<file path="config.mk">
export PLATFORM = sky130hd
export DESIGN_NAME = ksa_bist_sequencer
export DESIGN_NICKNAME = d
export VERILOG_FILES = /design/src/rtl/ksa_bist_sequencer.sv
export SDC_FILE = /design/constraint.sdc
export NUM_CORES = 1
export LEC_CHECK = 0
export ABC_AREA = 1
export CAP_MARGIN = 20
export CORE_UTILIZATION = 25
export DETAILED_ROUTE_END_ITERATION = 8
export HOLD_SLACK_MARGIN = 0.03
export PLACE_DENSITY = 0.51
export SLEW_MARGIN = 20
export SYNTH_ARGS = -nofsm -noshare
export SYNTH_HDL_FRONTEND = slang
export SYNTH_SLANG_ARGS = --single-unit
</file>
<file path="constraint.sdc">
create_clock -name clk -period 2.5 [get_ports clk]
set_clock_uncertainty 0.1 [all_clocks]
set_input_delay 0.625 -clock clk [delete_from_list [all_inputs] [get_ports clk]]
set_output_delay 0.625 -clock clk [all_outputs]
set_load 0.02 [all_outputs]
</file>
<file path="src/rtl/ksa_bist_sequencer.sv">
// Purpose : built-in self-test for the Kogge-Stone adder. Sweeps every {b,a} operand pair,
//           checks each adder sum against a behavioural a+b, reports pass/fail and the first bad vector.
// Latency : 2^(2*WIDTH)*(LATENCY+1) cycles in RUN per test; each vector is held LATENCY+1 cycles.
// Backpr. : none. The adder is assumed to produce a sum exactly LATENCY cycles after stim changes.
//
// Ports:
//   clk, rst        clock; synchronous active-high reset (wins over start)
//   start           begin/restart a test; honoured only in IDLE and DONE
//   stim            operand bus {b,a} driven to the adder; 0 outside RUN
//   dut_sum         adder result, 2*WIDTH bits, upper bits above the carry must be 0
//   busy / done     test running / test finished (level while in DONE)
//   pass            done and no mismatches
//   err_count       saturating mismatch count for the current run
//   first_fail_vec  stim of the first mismatch, 0 if none
module ksa_bist_sequencer #(
  parameter int WIDTH     = 4,
  parameter int LATENCY   = 0,
  parameter int ERR_CNT_W = 8
) (
  input  logic                 clk,
  input  logic                 rst,
  input  logic                 start,
  output logic [2*WIDTH-1:0]   stim,
  input  logic [2*WIDTH-1:0]   dut_sum,
  output logic                 busy,
  output logic                 done,
  output logic                 pass,
  output logic [ERR_CNT_W-1:0] err_count,
  output logic [2*WIDTH-1:0]   first_fail_vec
);

  localparam int SW     = 2 * WIDTH;
  // wcnt needs at least one bit even for a combinational adder
  localparam int WCNT_W = (LATENCY < 1) ? 1 : $clog2(LATENCY + 1);
  localparam logic [WCNT_W-1:0]    WCNT_LAST = WCNT_W'(LATENCY);
  localparam logic [ERR_CNT_W-1:0] ERR_MAX   = {ERR_CNT_W{1'b1}};

  typedef enum logic [1:0] {
    S_IDLE = 2'd0,
    S_RUN  = 2'd1,
    S_DONE = 2'd2
  } state_t;

  state_t            state;
  state_t            state_nxt;
  logic [SW-1:0]     vec;
  logic [WCNT_W-1:0] wcnt;
  logic [SW-1:0]     exp_sum;
  logic              sample;
  logic              mismatch;
  logic              last_vec;
  logic              launch;

  // Both operands zero-extended to the full bus so the carry-out lands in bit WIDTH
  // and every bit above it is expected to be 0.
  assign exp_sum  = {{WIDTH{1'b0}}, vec[WIDTH-1:0]} + {{WIDTH{1'b0}}, vec[SW-1:WIDTH]};
  assign sample   = (state == S_RUN) && (wcnt == WCNT_LAST);
  assign mismatch = sample && (dut_sum != exp_sum);
  assign last_vec = &vec;
  assign launch   = start && ((state == S_IDLE) || (state == S_DONE));

  // State register
  always_ff @(posedge clk) begin
    if (rst) state <= S_IDLE;
    else     state <= state_nxt;
  end

  // Next-state logic
  always_comb begin
    state_nxt = state;
    case (state)
      S_IDLE:  if (start) state_nxt = S_RUN;
      S_RUN:   if (sample && last_vec) state_nxt = S_DONE;
      S_DONE:  if (start) state_nxt = S_RUN;
      default: state_nxt = S_IDLE;
    endcase
  end

  // Output logic
  always_comb begin
    busy = 1'b0;
    done = 1'b0;
    stim = '0;
    case (state)
      S_RUN: begin
        busy = 1'b1;
        stim = vec;
      end
      S_DONE:  done = 1'b1;
      default: ;
    endcase
    pass = done && (err_count == '0);
  end

  // Vector walker, settle counter and result capture
  always_ff @(posedge clk) begin
    if (rst) begin
      vec            <= '0;
      wcnt           <= '0;
      err_count      <= '0;
      first_fail_vec <= '0;
    end else if (launch) begin
      vec            <= '0;
      wcnt           <= '0;
      err_count      <= '0;
      first_fail_vec <= '0;
    end else if (state == S_RUN) begin
      if (sample) begin
        if (mismatch) begin
          if (err_count != ERR_MAX) err_count <= err_count + ERR_CNT_W'(1);
          if (err_count == '0)      first_fail_vec <= vec;
        end
        // The all-ones vector ends the run instead of wrapping to 0.
        if (!last_vec) begin
          vec  <= vec + SW'(1);
          wcnt <= '0;
        end
      end else begin
        wcnt <= wcnt + WCNT_W'(1);
      end
    end
  end

endmodule
</file>
==> qor.tcl <==
set qor(ys.warnings.count) 0
set qor(cts_inserted_buffers) 3
set qor(post_route_cells_drive_above_1_share) 0.164
set qor(crit_arrival_ps) 1570
set qor(met3RoutedLength_um) 135
set qor(grt_pass1_vias) 1502
set qor(place.port_buffers) 37
set qor(cpPeakStageDelay_ps) 320
set qor(drt_drc_violations_left) 0
set qor(place_ws_ps) 114
set qor(syn_area_per_cell_um2) 7.12
set qor(hpwl_um) 3030
set qor(grt_antenna_before_repair) 0
set qor(crit_path_cell_trace) {inv_1, ha_1, nand4_1, nor4_4, and2_1, clkbuf_2}
set qor(clock_sinks) 27
set qor(netlist_area_um2) 1740
set qor(ys_seq_area_frac) 0.311
set qor(ys.flop_type) {sky130_fd_sc_hd__dfxtp_1}
set qor(grt_start_max_net_pins) 17
set qor(detail-route-antenna-nets) 0
set qor(max-cap-violations) 0
set qor(timing.final.setup_violations) 0
set qor(vdd_ir_drop_max_mv) 0.188
set qor(p_per_area_nw_per_um2) 385
set qor(floorplan.rows) 30
set qor(clock_tree_from_tritoncts) {built}
set qor(slew_violations) 0
set qor(fin_crit_sh) 0.919
set qor(floorplan.initialDensity) 0.257
set qor(power.clock.fraction) 0.284
set qor(power_report.internal_total_uw) 635
set qor(mostFrequentLayoutCell) {sky130_fd_sc_hd__nand2_1}
set qor(period_minus_slack_ps) 2300
set qor(design.core.area_um2) 6760
set qor(drtPass1Iterations) 4
set qor(ctsLongestPathBuffers) 2
set qor(outcome) {finished clean}
set qor(worst-path-max-fanout) 3
set qor(synth_top_area_cell) {sky130_fd_sc_hd__dfxtp_1}
set qor(top_level_ports) 38
set qor(met2_wirelength_um) 1730
set qor(gpl.final_weighted_congestion) 0.785
set qor(dieArea_um2) 7280
set qor(finalWorstSetupSlack_ps) 203
set qor(critical_path.endpoint_type) {primary output}
set qor(synthDistinctLibCells) 33
set qor(netSwitchingFraction) 0.285
set qor(cts.clk_slew.worst_paths_ps) 90
set qor(post_synthesis_instance_total) 244
set qor(grt_usage) 0.119
set qor(route.vias.total) 1597
set qor(finalHoldViolCount) 0
set qor(worst-endpoint-required_ps) 1770
set qor(die-width_um) 85.3
set qor(combPwrFrac) 0.209
set qor(viasPerCell) 4.29
set qor(synth-edff-count) 0
set qor(setup_total_negative_slack_ps) 0
set qor(ys_async_sr_fraction) 0
set qor(reg2reg_slack_ps) 230
set qor(postSynthRegisterBits) 27
set qor(final_wirelength_um) 3950
set qor(overflow) 0
set qor(sequentialPowerShare) 0.507
set qor(total_switching_power_uw) 254
set qor(post-cts-setup-buffer-count) 0
set qor(critPathSlowestCell) {sky130_fd_sc_hd__dfxtp_1}
set qor(clock_latency_ps) 270
set qor(rsz0062_at_grt) {false}
set qor(htree_num_levels) 1
set qor(yosys.area.top_type_share) 0.311
set qor(area_growth_pct) 33.1
set qor(drt_first_iter_violations) 69
set qor(antenna_cells_inserted) 0
set qor(worstHoldPathType) {register to register}
set qor(clock_tree.root_cell) {sky130_fd_sc_hd__clkbuf_8}
set qor(post_synth_main_area_contributors) {sky130_fd_sc_hd__dfxtp_1 31%, sky130_fd_sc_hd__nand2_1 12%, sky130_fd_sc_hd__inv_1 8.2%, sky130_fd_sc_hd__ha_1 5.0%, sky130_fd_sc_hd__a21oi_1 4.9%}
set qor(wire_per_inst_um) 10.6
set qor(mappedNetlistNets) 263
set qor(routed.top_layer) {met4}
set qor(die_h_um) 85.3
set qor(timing_worst_slew_pin_value_ps) 349
set qor(cellLeakagePower_nw) 1.12
set qor(m1WireLength_um) 2040
set qor(crit_type) {register to primary output}
set qor(relSlewSlack) 0.766
set qor(start_kind) {register}
set qor(layout.cells.most_common_list) {55 x sky130_fd_sc_hd__nand2_1, 38 x sky130_fd_sc_hd__inv_1, 28 x sky130_fd_sc_hd__clkdlybuf4s50_1}
set qor(max_clock_freq_ghz) 0.435
set qor(first_pass_grt_wire_length_um) 7000
set qor(final_nets) 312
cells by family (layout without fill, tap and decap cells):
logic type / Yosys count / count (layout) / share of synthesized area
adder cells (fa/ha/maj): 8 / 8 / 0.0620
flip-flops: 27 / 27 / 0.311
AND/OR/NAND/NOR: 131 / 131 / 0.402
buffers and inverters: 47 / 95 / 0.116
AO/OA/AOI/OAI: 23 / 23 / 0.0684
XOR/XNOR: 8 / 8 / 0.0403
registers in the layout, summed over array words and instances, names as in the netlist:
register / cells
err_count: 8
first_fail_vec: 8
vec: 8
state: 2
wcnt: 1
through the flow:
| step | area [µm²] | cells | hold slack [ps] | util | power (mW) |
|---|---|---|---|---|---|
| after floorplan | 1740 | 244 | 324 | - | 0.584 |
| after global placement | 2250 | 368 | 331 | 0.332 | 0.646 |
| after detailed placement | 2250 | 368 | 336 | 0.332 | 0.647 |
| after CTS | 2290 | 372 | 350 | 0.339 | 0.900 |
| after global routing | 2310 | 372 | 384 | 0.342 | 0.948 |
| final | 2310 | 372 | 348 | 0.342 | 0.889 |
final timing paths:
path,start,to,depth (start not counted)
min,wcnt$_SDFFE_PP0P_,wcnt$_SDFFE_PP0P_,2
min reg2reg,wcnt$_SDFFE_PP0P_,wcnt$_SDFFE_PP0P_,2
max,err_count[1]$_SDFFE_PP0P_,pass,6
max reg2reg,vec[4]$_SDFFE_PP0P_,first_fail_vec[1]$_SDFFE_PP0P_,12
layout make-up:
| class | count | area [µm²] |
|---|---|---|
| inverter | 44 | 165 |
| timing repair buffer | 47 | 457 |
| sequential | 27 | 541 |
| fill | 739 | 4450 |
| clock buffer | 4 | 45.0 |
| multi-input combinational | 170 | 1000 |
| tap | 80 | 100 |
synth_stat cells, drive strengths merged, types with 2 or more instances:
library cell and number:
a21oi 18, buf 3, dfxtp 27, ha 7, inv 43, nand2 63
nand3 14, nand4 9, nor2 34, nor3 6, nor4 2, o21ai 5
xor2 7
metal layers:
| metal | GRT usage | vias up |
|---|---|---|
| met1 | 0.174 | 696 |
| met5 | 0 | - |
| met4 | 0.0273 | 0 |
| met2 | 0.181 | 34 |
| met3 | 0.0243 | 4 |
| li1 | - | 863 |
worst max-delay path, delay by kind of cell, from the launching register on:
kind	cells	cell delay, ps
fa+ha+maj	1	150
flops	1	320
simple gates	3	560
buf+inv	2	260
power by group through the flow:
stage	combinational (mW)	clock (mW)	sequential [mW]
5_1_grt	0.209	0.287	0.453
3_3_place_gp	0.185	0	0.461
2_1_floorplan	0.110	0	0.474
6_report	0.186	0.252	0.451
4_1_cts	0.187	0.262	0.451
3_5_place_dp	0.186	0	0.461
repair_timing:
item	4_1_cts	5_1_grt
setup endpoints to repair	2	8
pin swaps	0	1
resized for setup	2	10
hold buffers	0	0
(Power assumes the default switching activity.)
